### src/rtl/mdu_ctrl_if.sv
// Pipeline <-> multiply-divide controller signal bundle.
// The controller takes the slave modport; the pipeline/MDU side takes the master modport.
interface mdu_ctrl_if;
    logic [3:0]  d_md_op;
    logic [3:0]  e_md_op;
    logic        e_valid;
    logic        mdu_busy;
    logic [31:0] mdu_hi;
    logic [31:0] mdu_lo;
    logic        mdu_start;
    logic [5:0]  mdu_func;
    logic        md_stall;
    logic [31:0] md_rdata;
    logic        proto_err;
    logic [31:0] stall_cnt;
    logic        dbg_state;   // 1 while the latency FSM is BUSY

    modport slave (
        input  d_md_op, e_md_op, e_valid, mdu_busy, mdu_hi, mdu_lo,
        output mdu_start, mdu_func, md_stall, md_rdata, proto_err, stall_cnt, dbg_state
    );

    modport master (
        output d_md_op, e_md_op, e_valid, mdu_busy, mdu_hi, mdu_lo,
        input  mdu_start, mdu_func, md_stall, md_rdata, proto_err, stall_cnt, dbg_state
    );
endinterface

### src/rtl/mdu_ctrl.sv
// MDU issue/stall controller: start/funct decode, latency FSM, D-stage stall, HI/LO read mux, error flag.
// Optional stall-cycle counter is enabled by defining MDU_STALL_CNT_EN.
module mdu_ctrl #(
    parameter int MUL_LAT = 5,
    parameter int DIV_LAT = 10,
    parameter int CNT_W   = 4
) (
    input  logic     clk,
    input  logic     reset,
    mdu_ctrl_if.slave bus
);
    localparam logic [5:0] FN_MULT  = 6'h18;
    localparam logic [5:0] FN_MULTU = 6'h19;
    localparam logic [5:0] FN_DIV   = 6'h1A;
    localparam logic [5:0] FN_DIVU  = 6'h1B;
    localparam logic [5:0] FN_MTHI  = 6'h11;
    localparam logic [5:0] FN_MTLO  = 6'h13;

    typedef enum logic {S_IDLE = 1'b0, S_BUSY = 1'b1} state_t;

    state_t           r_state, w_state_nxt;
    logic [CNT_W-1:0] r_cnt, w_cnt_nxt;
    logic             r_proto_err, w_proto_nxt;
    logic             w_is_calc, w_is_mtx, w_start, w_stall;
    logic [5:0]       w_func;
    logic [31:0]      w_rdata, w_stall_cnt;

    always_ff @(posedge clk) begin
        if (reset) begin
            r_state     <= S_IDLE;
            r_cnt       <= '0;
            r_proto_err <= 1'b0;
        end else begin
            r_state     <= w_state_nxt;
            r_cnt       <= w_cnt_nxt;
            r_proto_err <= w_proto_nxt;
        end
    end

    always_comb begin
        w_state_nxt = r_state;
        w_cnt_nxt   = r_cnt;
        w_func      = 6'd0;
        w_rdata     = 32'd0;
        w_is_calc   = bus.e_valid && (bus.e_md_op >= 4'd1) && (bus.e_md_op <= 4'd4);
        w_is_mtx    = bus.e_valid && ((bus.e_md_op == 4'd5) || (bus.e_md_op == 4'd6));

        case (r_state)
            S_IDLE: begin
                if (w_is_calc) begin
                    w_state_nxt = S_BUSY;
                    w_cnt_nxt   = (bus.e_md_op <= 4'd2) ? CNT_W'(MUL_LAT) : CNT_W'(DIV_LAT);
                end
            end
            S_BUSY: begin
                // Leaves on the same edge the MDU commits HI/LO and drops BUSY.
                w_cnt_nxt = r_cnt - 1'b1;
                if (r_cnt == CNT_W'(1)) w_state_nxt = S_IDLE;
            end
            default: w_state_nxt = S_IDLE;
        endcase

        w_start = !reset && (r_state == S_IDLE) && w_is_calc;

        if (!reset && bus.e_valid) begin
            case (bus.e_md_op)
                4'd1:    w_func = FN_MULT;
                4'd2:    w_func = FN_MULTU;
                4'd3:    w_func = FN_DIV;
                4'd4:    w_func = FN_DIVU;
                4'd5:    w_func = FN_MTHI;
                4'd6:    w_func = FN_MTLO;
                4'd7:    w_rdata = bus.mdu_hi;
                4'd8:    w_rdata = bus.mdu_lo;
                default: w_func = 6'd0;
            endcase
        end

        // The start cycle must stall too: MDU BUSY only rises on the following edge.
        w_stall = !reset && (bus.d_md_op != 4'd0) &&
                  (w_start || (r_state == S_BUSY) || bus.mdu_busy);

        w_proto_nxt = r_proto_err
                    || ((r_state == S_BUSY) && (w_is_calc || w_is_mtx))
                    || (bus.mdu_busy != (r_state == S_BUSY))
                    || (bus.e_valid && (bus.e_md_op > 4'd8));
    end

`ifdef MDU_STALL_CNT_EN
    logic [31:0] r_stall_cnt;

    always_ff @(posedge clk) begin
        if (reset) begin
            r_stall_cnt <= 32'd0;
        end else if (w_stall && (r_stall_cnt != 32'hFFFF_FFFF)) begin
            r_stall_cnt <= r_stall_cnt + 32'd1;
        end
    end

    assign w_stall_cnt = r_stall_cnt;
`else
    assign w_stall_cnt = 32'd0;
`endif

    assign bus.mdu_start = w_start;
    assign bus.mdu_func  = w_func;
    assign bus.md_stall  = w_stall;
    assign bus.md_rdata  = w_rdata;
    assign bus.proto_err = !reset && r_proto_err;
    assign bus.stall_cnt = reset ? 32'd0 : w_stall_cnt;
    assign bus.dbg_state = !reset && (r_state == S_BUSY);
endmodule
### src/flat_wrapper.sv
// flat-port wrapper written by rule: the top's interface ports become plain ports
module mdu_ctrl_flat 
#(
    parameter int MUL_LAT = 5,
    parameter int DIV_LAT = 10,
    parameter int CNT_W   = 4
)
  (clk, reset, bus_d_md_op, bus_e_md_op, bus_e_valid, bus_mdu_busy, bus_mdu_hi, bus_mdu_lo, bus_mdu_start, bus_mdu_func, bus_md_stall, bus_md_rdata, bus_proto_err, bus_stall_cnt, bus_dbg_state);
  mdu_ctrl_if bus_i ();
  input  logic clk;
  input  logic reset;
  input wire logic [$bits(bus_i.d_md_op)-1:0] bus_d_md_op;
  input wire logic [$bits(bus_i.e_md_op)-1:0] bus_e_md_op;
  input wire logic [$bits(bus_i.e_valid)-1:0] bus_e_valid;
  input wire logic [$bits(bus_i.mdu_busy)-1:0] bus_mdu_busy;
  input wire logic [$bits(bus_i.mdu_hi)-1:0] bus_mdu_hi;
  input wire logic [$bits(bus_i.mdu_lo)-1:0] bus_mdu_lo;
  output wire logic [$bits(bus_i.mdu_start)-1:0] bus_mdu_start;
  output wire logic [$bits(bus_i.mdu_func)-1:0] bus_mdu_func;
  output wire logic [$bits(bus_i.md_stall)-1:0] bus_md_stall;
  output wire logic [$bits(bus_i.md_rdata)-1:0] bus_md_rdata;
  output wire logic [$bits(bus_i.proto_err)-1:0] bus_proto_err;
  output wire logic [$bits(bus_i.stall_cnt)-1:0] bus_stall_cnt;
  output wire logic [$bits(bus_i.dbg_state)-1:0] bus_dbg_state;
  assign bus_i.d_md_op = bus_d_md_op;
  assign bus_i.e_md_op = bus_e_md_op;
  assign bus_i.e_valid = bus_e_valid;
  assign bus_i.mdu_busy = bus_mdu_busy;
  assign bus_i.mdu_hi = bus_mdu_hi;
  assign bus_i.mdu_lo = bus_mdu_lo;
  assign bus_mdu_start = bus_i.mdu_start;
  assign bus_mdu_func = bus_i.mdu_func;
  assign bus_md_stall = bus_i.md_stall;
  assign bus_md_rdata = bus_i.md_rdata;
  assign bus_proto_err = bus_i.proto_err;
  assign bus_stall_cnt = bus_i.stall_cnt;
  assign bus_dbg_state = bus_i.dbg_state;
  mdu_ctrl #(.MUL_LAT(MUL_LAT), .DIV_LAT(DIV_LAT), .CNT_W(CNT_W)) u_core (.clk(clk), .reset(reset), .bus(bus_i));
endmodule
### config.mk
export PLATFORM = sky130hd
export DESIGN_NAME = mdu_ctrl_flat
export DESIGN_NICKNAME = d
export VERILOG_FILES = /design/src/rtl/mdu_ctrl_if.sv /design/src/rtl/mdu_ctrl.sv /design/src/flat_wrapper.sv
export SDC_FILE = /design/constraint.sdc
export NUM_CORES = 1
export LEC_CHECK = 0
export CORE_ASPECT_RATIO = 0.8
export CORE_MARGIN = 10
export CORE_UTILIZATION = 27
export DETAILED_ROUTE_END_ITERATION = 8
export PLACE_DENSITY = 0.78
export SYNTH_ARGS = -nofsm -noshare
export SYNTH_HDL_FRONTEND = slang
export SYNTH_SLANG_ARGS = --single-unit
### constraint.sdc
create_clock -name clk -period 2.19 [get_ports clk]
set_clock_uncertainty 0.1 [all_clocks]
set_input_delay 0.657 -clock clk [delete_from_list [all_inputs] [get_ports clk]]
set_output_delay 0.657 -clock clk [all_outputs]
set_load 0.1 [all_outputs]
=== Yosys cells after proc, flatten, opt, wreduce, memory -nomap -nowiden ===
Cells that the tools add are included.

* Flip-flop bits (word level): 6
* Output and inout port bits: 74
* Word-level logic and storage cells: 51

* Add/sub/neg operators: 1
* Order comparisons: 4
* Equality and inequality tests: 11
* Muxes and demuxes: 10
* Bitwise logic cells: 1
* Reductions and logical operators: 21

{| class="wikitable"
|+ Operators by type and width
! cell !! number
|-
| $pmux 32 s2 || 1
|-
| $mux 32 || 1
|-
| $pmux 5 s6 || 1
|-
| $eq 4x3->1 const B || 4
|-
| $logic_and 1x1->1 || 12
|-
| $eq 4x1->1 const B || 2
|-
| $eq 4x2->1 const B || 2
|-
| $mux 4 || 2
|-
| $pmux 4 s2 || 1
|-
| $logic_or 1x1->1 || 7
|-
| $mux 6 || 1
|-
| $eq 4x4->1 const B || 1
|-
| $ge 4x1->1 const B || 1
|-
| $gt 4x4->1 const B || 1
|-
| $le 4x2->1 const B || 1
|-
| $le 4x3->1 const B || 1
|-
| $reduce_bool 4->1 || 1
|-
| $sub 4x1->4 const B || 1
|-
| $mux 1 || 2
|-
| $ne 2x1->1 const B || 1
|-
| $pmux 1 s2 || 1
|-
| $logic_not 1->1 || 1
|-
| $ne 1x1->1 || 1
|-
| $not 1->1 || 1
|}

=== Depth between registers and ports, before layout ===
Gate-level depths: netlist of the first run.

* Word-level depth: 8
* Mapped depth: 6
* Mapped depth without buffers: 5

=== Worst setup path before layout of the first run ===
No wires, ideal clock.

* Path type: input-to-output
* Start: input port bus_e_md_op[0]
* End: output port bus_mdu_start
* Arrival time: 3322 ps
* Required time: 1433 ps
* Slack: -1889 ps
* Stages: 4
* Buffers on the path: 1
* Cell sequence: buf_4 > o21ai_1 > nand2_1 > nor3b_1

* Word-level cells in the longest chain between the ends: 4
* Elaborated cells between the ends (all ways): 5
* Classes of those cells: 2 x order compare; 3 x reduce/logical

{| class="wikitable"
|+ Ends and longest elaborated chain
! item !! RTL line !! RTL
|-
| start: declaration || flat_wrapper.sv:13 || <nowiki>input wire logic [$bits(bus_i.e_md_op)-1:0] bus_e_md_op;</nowiki>
|-
| $ge 4x1->1 || mdu_ctrl.sv:45 || <nowiki>w_is_calc = bus.e_valid && (bus.e_md_op >= 4'd1) && (bus.e_md_op <= 4'd4);</nowiki>
|-
| $logic_and 1x1->1 || mdu_ctrl.sv:45 ||
|-
| $logic_and 1x1->1 (*) || mdu_ctrl.sv:45 ||
|-
| $logic_and 1x1->1 (*) || mdu_ctrl.sv:63 || <nowiki>w_start = !reset && (r_state == S_IDLE) && w_is_calc;</nowiki>
|-
| end: declaration || flat_wrapper.sv:18 || <nowiki>output wire logic [$bits(bus_i.mdu_start)-1:0] bus_mdu_start;</nowiki>
|}

Every way passes the cells marked *; elsewhere a longest branch is shown, timed or not.

=== Final worst setup path of the first run ===
* Start: input port bus_e_md_op[2]
* End: output port bus_md_rdata[29]

* Word-level cells in the longest chain between the ends: 3
* Elaborated cells between the ends (all ways): 4
* Classes of those cells: 2 x eq/ne; 2 x mux

{| class="wikitable"
|+ Ends and longest elaborated chain
! item !! RTL line !! RTL
|-
| $eq 4x4->1 / $eq 4x3->1 (equally long branches) || mdu_ctrl.sv:66 || <nowiki>case (bus.e_md_op)</nowiki>
|-
| $pmux 32 s2 (*) || mdu_ctrl.sv:66 ||
|-
| $mux 32 (*) || mdu_ctrl.sv:65 || <nowiki>if (!reset && bus.e_valid) begin</nowiki>
|-
| end: declaration || flat_wrapper.sv:21 || <nowiki>output wire logic [$bits(bus_i.md_rdata)-1:0] bus_md_rdata;</nowiki>
|}

Marked as above.

==> metrics.csv, run 1 <==
stage,metric,value,unit
logic_synthesis,Yosys warning count,0,
logic_synthesis,Post-synth top flop,dfxtp_1,
place,hpwl dp,5700,um
logic_synthesis,register area share after synthesis,0.0807,
place,routability congestion estimate,0.744,
power,overall power,0.00114,W
worst_setup_path,internal reg-to-reg setup slack,600,ps
timing,f_max,0.390,GHz
layout,diodes inserted,0,
timing,Hold Fails Final Rpt,0,
logic_synthesis,Synth Area in Adders,0.0168,
worst_setup_path,CP arrival,1810,ps
layout,layout cell share with drive strength beyond 1,0.544,
logic_synthesis,"flops & latches, synth",6,
timing,# setup viols final,38,
timing,Tcrit/Tclk final,1.17,
grt,total global routing overflow,0,
clock_network,H-tree depth reported by CTS,1,
power,Cell Pwr Density,307,mW/mm2
min_path,hold_sp,u_core.r_cnt[3]$_SDFFE_PP0P_,
logic_synthesis,complex-gate fraction of the synthesized area,0.366,
timing,minimum clock period,2560,ps
place,Port-buffer cells,115,
floorplanning,Row Count,24,
worst_setup_path,CP Max Fanout,8,
worst_setup_path,Setup crit end kind,output port,
drt,Total Wirelength,7510,um
worst_setup_path,CP peak stage delay,280,ps
worst_setup_path,Setup CP Type,in2out,
floorplanning,Starting Density,0.275,
timing,final setup margin,-375,ps
clock_network,CTS tree,done,
flow_run,max-cap viol count,0,
outcome,outcome,finished with violations,
clock_network,CTS buffer count,3,
logic_synthesis,Synth Cell Area,0.00149,mm2
layout,NumNets Final,396,
floorplanning,die width,103,um
clock_network,clk sink count,6,
floorplanning,die area,0.00890,mm2
place,Place WS,-896,ps
layout,"most common cell after layout, fill and taps aside",clkdlybuf4s50_1,
power,Pleak,1.33,nW
grt,vias in the first global route,1935,
floorplanning,IO Pins,150,
worst_setup_path,R2R Path End,u_core.r_cnt[2]$_SDFFE_PP0P_,
logic_synthesis,post-synthesis area per instance,8.31,um2
layout,Layout area overhead,150,%
drt,first-pass detailed-route iteration total,4,
grt,initial antenna violation count,0,
drt,vias post-DR,1842,
drt,antenna-violating nets left,0,
min_path,hold depth,3,
clock_network,Root Buffer Master,clkbuf_8,
worst_setup_path,CP max-delay cell,nor4b_4,
power,Peak supply drop,543,uV
grt,first-pass GRT wire length,10900,um
logic_synthesis,Post-synth EDFFs,0,
logic_synthesis,post-synthesis xor/xnor area fraction,0.00589,
logic_synthesis,count of cell types in the netlist,44,
worst_setup_path,nature of the critical path startpoint,primary input,
drt,Residual DRC,0,
worst_setup_path,Worst R2R Start,u_core.r_state$_SDFF_PP0_,
grt,largest net degree at the start of global routing,26,
clock_network,Skew-Pair Late Insertion Delay,230,ps
layout,most frequent cells in the layout,"clkdlybuf4s50_1 (69), buf_12 (43), nor2_4 (35), conb_1 (34), a22oi_2 (32)",
logic_synthesis,asr flop ratio synth,0,
worst_setup_path,Reg2Reg Depth,4,
worst_setup_path,Worst path depth,7,
logic_synthesis,mux share of post-synthesis cell area,0.00673,
logic_synthesis,Post-Synth Simple-Gate Area,0.254,
min_path,min-delay worst type,reg2reg,
worst_setup_path,Worst Path Required,1430,ps
worst_setup_path,Worst path top cell family by delay,buffers and inverters,
timing,RSZ-0062 raised after global routing,yes,
floorplanning,Die H,86.4,um
clock_network,Max Root-Sink Buffers,2,
clock_network,"Reg clk slew, reported paths",40,ps
floorplanning,core box area,0.00541,mm2
drt,initial DRC count,48,
worst_setup_path,buffers plus inverters on the worst setup path,4,
min_path,hold path endpoint,u_core.r_cnt[3]$_SDFFE_PP0P_,
logic_synthesis,Mapped Cells,179,
outcome,violated checks,negative setup slack,
logic_synthesis,largest family of logic cells by synthesized area,compound AO/OA/AOI/OAI gates,
drt,vias per cell,4.83,
worst_setup_path,crit-path cells,"buf_8, nor4b_4, buf_4, clkbuf_16, a22oi_2, nor2_4, buf_12",
drt,WL/cell,19.7,um
layout,Fillers,387,
timing,final slew viol count,0,
grt,GRT Total Usage,0.152,
[layout make-up]
type,count,area (um2),share of cell area
well taps,65,81.3,0.0218
clock buffers,3,41.3,0.0111
repair buffers,151,2020,0.541
flip-flops and latches,6,120,0.0322
multi-input cells,150,1440,0.387
inverters,6,25.0,0.00672
[where the power goes]
group / switching (W) / leakage (nW) / internal, W
Combinational: 0.000538 / 1.25 / 0.000302
Clock: 0.0000542 / 0.0216 / 0.000119
Sequential: 0.0000101 / 0.0494 / 0.000119
[synth_stat cells, drive strengths merged (2+ instances only)]
master	instances	area (um2)
a21oi	2	10.0
a22oi	32	390
a311o	2	20.0
a311oi	2	23.8
a31oi	3	18.8
buf	48	367
clkbuf	2	8.75
dfxtp	6	120
ha	2	25.0
inv	6	22.5
nand2	8	30.0
nor2	36	210
nor2b	3	18.8
nor3b	2	15.0
nor4b	3	41.3
o21ai	2	10.0
[sequential cells by signal (all words and copies together) (netlist names)]
register	cells
u_core.r_proto_err	1
u_core.r_cnt	4
u_core.r_state	1
[metrics by stage]
stage          instances  setup TNS [ps]  utilization  cell area, um2  hold slack (ps)
2_1_floorplan        212          -18070            -            1870              401
6_report             381          -12350        0.689            3720              450
4_1_cts              379          -13530        0.679            3670              440
5_1_grt              381          -14100        0.689            3720              488
3_5_place_dp         363          -34170        0.615            3320              426
3_3_place_gp         363          -32230        0.615            3320              418
[kinds of logic after synthesis]
logic type / Yosys count
and+or+nand+nor: 61
buffers and inverters: 56
AOI/OAI and AO/OA: 51
DFF: 6
adders and majority gates: 2
other: 1
xor gates and xnor gates: 1
muxes: 1
[worst min-delay path: stages, from the launching register on]
cell and delay [ps]:
dfxtp_1 300, inv_1 70, nand2_1 60, a31oi_1 70
[routing by layer]
layer  global-route usage  up-vias  part of all wire
li1                     -      854                 -
met2                0.276       98              0.51
met5                    0        -                 0
met4               0.0227        0            0.0076
met3               0.0509        7              0.11
met1                0.171      883              0.37
[worst max-delay path by stage]
stage	startpoint	end	slack, ps
after detailed placement	bus_e_md_op[3]	bus_md_rdata[6]	-900
after floorplan	bus_e_md_op[1]	bus_md_rdata[10]	-550
after global routing	bus_e_md_op[2]	bus_md_rdata[24]	-430
after global placement	bus_e_md_op[2]	bus_md_stall	-830
final	bus_e_md_op[2]	bus_md_rdata[29]	-370
after CTS	bus_e_md_op[0]	bus_md_rdata[17]	-430
[what timing repair did]
action,in CTS,in global routing
gates resized for setup,59,11
setup endpoints to repair,45,38
pin swaps,19,17
cloned,4,1
hold buffers,0,0
buffers inserted,9,3
No activity file was read; power rests on OpenSTA's default activity.
==> run 2, diff against run 1 <==
==> constraint.sdc (replaced) <==
create_clock -name clk -period 2.19 [get_ports clk]
set_clock_uncertainty 0.1 [all_clocks]
set_input_delay 0.5475 -clock clk [delete_from_list [all_inputs] [get_ports clk]]
set_output_delay 0.5475 -clock clk [all_outputs]
set_load 0.1 [all_outputs]
==> run 2 against run 1 <==
Compared with the run above: the flow still finishes with violations (negative setup slack); critical path type unchanged; via count decreased by 2.1%; register-to-register slack improved by 60 ps; worst hold slack got worse by 14 ps; critical path depth unchanged; cell count increased by 0.79%; routed wire length decreased by 3.0%; combinational power decreased by 3.0%; largest cell class unchanged.
==> metrics.csv, run 2 (synthesis gave the netlist of run 1 again) <==
stage,metric,value,unit
place,Port-buffer cells,115,
clock_network,H-tree depth reported by CTS,1,
layout,Largest Register,u_core.r_cnt,
power,switching pwr,0.000597,W
floorplanning,Die H,86.4,um
clock_network,Root Buffer Master,clkbuf_8,
power,Peak supply drop,549,uV
floorplanning,die width,103,um
worst_setup_path,Setup crit end kind,output port,
place,dpl cells,366,
worst_setup_path,buffers plus inverters on the worst setup path,4,
layout,most frequent cells in the layout,"clkdlybuf4s50_1 (69), buf_12 (45), nor2_4 (35), conb_1 (34), a22oi_2 (32)",
power,clock network fraction of total power,0.159,
timing,Worst Max-Slew Pin Slew,502,ps
layout,NumNets Final,399,
worst_setup_path,CP arrival,1710,ps
worst_setup_path,CP Max Fanout,8,
layout,Post-Layout Inst Area,0.00364,mm2
floorplanning,Row Count,24,
drt,initial DRC count,28,
power,Comb power frac,0.725,
timing,Max-slew headroom,0.665,
drt,vias per cell,4.70,
power,Flop pwr share,0.116,
outcome,outcome,finished with violations,
floorplanning,IO Pins,150,
timing,minimum clock period,2360,ps
layout,"most common cell after layout, fill and taps aside",clkdlybuf4s50_1,
clock_network,Max Root-Sink Buffers,2,
place,Place WS,-616,ps
worst_setup_path,Worst path top cell family by delay,buffers and inverters,
layout,max reg flops,4,
drt,antenna-violating nets left,0,
grt,vias in the first global route,1920,
timing,final slew viol count,0,
power,Switching Share,0.531,
layout,layout cell share with drive strength beyond 1,0.533,
worst_setup_path,nature of the critical path startpoint,primary input,
timing,Hold Fails Final Rpt,0,
min_path,min-delay worst type,reg2reg,
drt,vias post-DR,1803,
layout,diodes inserted,0,
floorplanning,die area,0.00890,mm2
clock_network,cts hold-fix bufs,0,
floorplanning,core box area,0.00541,mm2
power,Cell Pwr Density,309,mW/mm2
place,hpwl dp,5620,um
timing,RSZ-0062 raised after global routing,yes,
worst_setup_path,Worst Path Required,1540,ps
worst_setup_path,Setup CP Type,in2out,
floorplanning,Starting Density,0.275,
grt,GRT Total Usage,0.146,
layout,top flop regs,"u_core.r_cnt x4, u_core.r_proto_err x1, u_core.r_state x1",
clock_network,Skew-Pair Late Insertion Delay,230,ps
flow_run,max-cap viol count,0,
clock_network,CTS tree,done,
drt,first-pass detailed-route iteration total,4,
place,DP Area,0.00334,mm2
drt,Residual DRC,0,
timing,final setup margin,-167,ps
worst_setup_path,CP max-delay cell,nor4b_4,
place,routability congestion estimate,0.774,
timing,# setup viols final,34,
layout,Post-Layout Cell Count,384,
drt,Total Wirelength,7290,um
timing,Tcrit/Tclk final,1.08,
clock_network,CTS buffer count,3,
drt,WL/cell,19.0,um
grt,largest net degree at the start of global routing,33,
worst_setup_path,CP peak stage delay,280,ps
outcome,violated checks,negative setup slack,
layout,Finished Core Util,0.673,
layout,Layout area overhead,145,%
clock_network,clk sink count,6,
power,cell-internal power,0.000528,W
power,Pleak,1.32,nW
clock_network,"Reg clk slew, reported paths",40,ps
timing,f_max,0.424,GHz
grt,first-pass GRT wire length,10600,um
worst_setup_path,crit-path cells,"buf_8, nor4b_4, buf_4, clkbuf_16, a22oi_2, nor2_4, buf_12",
grt,total global routing overflow,0,
grt,initial antenna violation count,0,
-- run 2: final timing paths --
check | slack (ps) | startpoint | cells past startpoint | to
setup / recovery | -170 | bus_e_md_op[1] | 7 | bus_md_rdata[19]
hold / removal | 440 | u_core.r_cnt[3]$_SDFFE_PP0P_ | 3 | u_core.r_cnt[3]$_SDFFE_PP0P_
setup reg to reg | 660 | u_core.r_state$_SDFF_PP0_ | 4 | u_core.r_cnt[3]$_SDFFE_PP0P_
hold reg to reg | 440 | u_core.r_cnt[3]$_SDFFE_PP0P_ | 3 | u_core.r_cnt[3]$_SDFFE_PP0P_
-- run 2: worst min-delay path, cell delays in order, from the launching register on --
cell and delay [ps]:
dfxtp_1 300, inv_1 60, nand2_1 60, a31oi_1 70
-- run 2: power by group through the flow --
stage	Combinational, W	Sequential (W)	Clock (W)
finish	0.000815	0.000131	0.000179
global route	0.000846	0.000131	0.000196
CTS	0.000808	0.000130	0.000179
detailed placement	0.000764	0.000131	0
global placement	0.000757	0.000131	0
floorplan	0.000556	0.000126	0
-- run 2: repair_timing --
item / 4_1_cts / 5_1_grt
gates resized for setup: 44 / 3
pin swaps: 24 / 17
cloned: 3 / 1
setup buffers: 10 / 3
setup endpoints to repair: 41 / 38
-- run 2: through the flow --
| step | power [W] | hold WS, ps | setup TNS [ps] |
|---|---|---|---|
| 2_1_floorplan | 0.000683 | 402 | -11700 |
| 3_3_place_gp | 0.000888 | 417 | -21440 |
| 3_5_place_dp | 0.000895 | 432 | -23020 |
| 4_1_cts | 0.00112 | 439 | -5500 |
| 5_1_grt | 0.00117 | 462 | -6170 |
| 6_report | 0.00112 | 436 | -4530 |
-- run 2: final cells by class --
| cell class | instances | area (um2) |
|---|---|---|
| Timing Repair Buffer | 154 | 1990 |
| Sequential cell | 6 | 120 |
| Inverter | 6 | 22.5 |
| Multi-Input combinational cell | 150 | 1380 |
| Clock buffer | 3 | 41.3 |
| Tap cell | 65 | 81.3 |
| Fill cell | 390 | 1770 |
-- run 2: routing by layer --
| metal | global-route usage | part of all wire |
|---|---|---|
| met1 | 0.163 | 0.38 |
| met2 | 0.265 | 0.51 |
| met3 | 0.0453 | 0.11 |
| met4 | 0.0277 | 0.0092 |
| met5 | 0 | 0 |
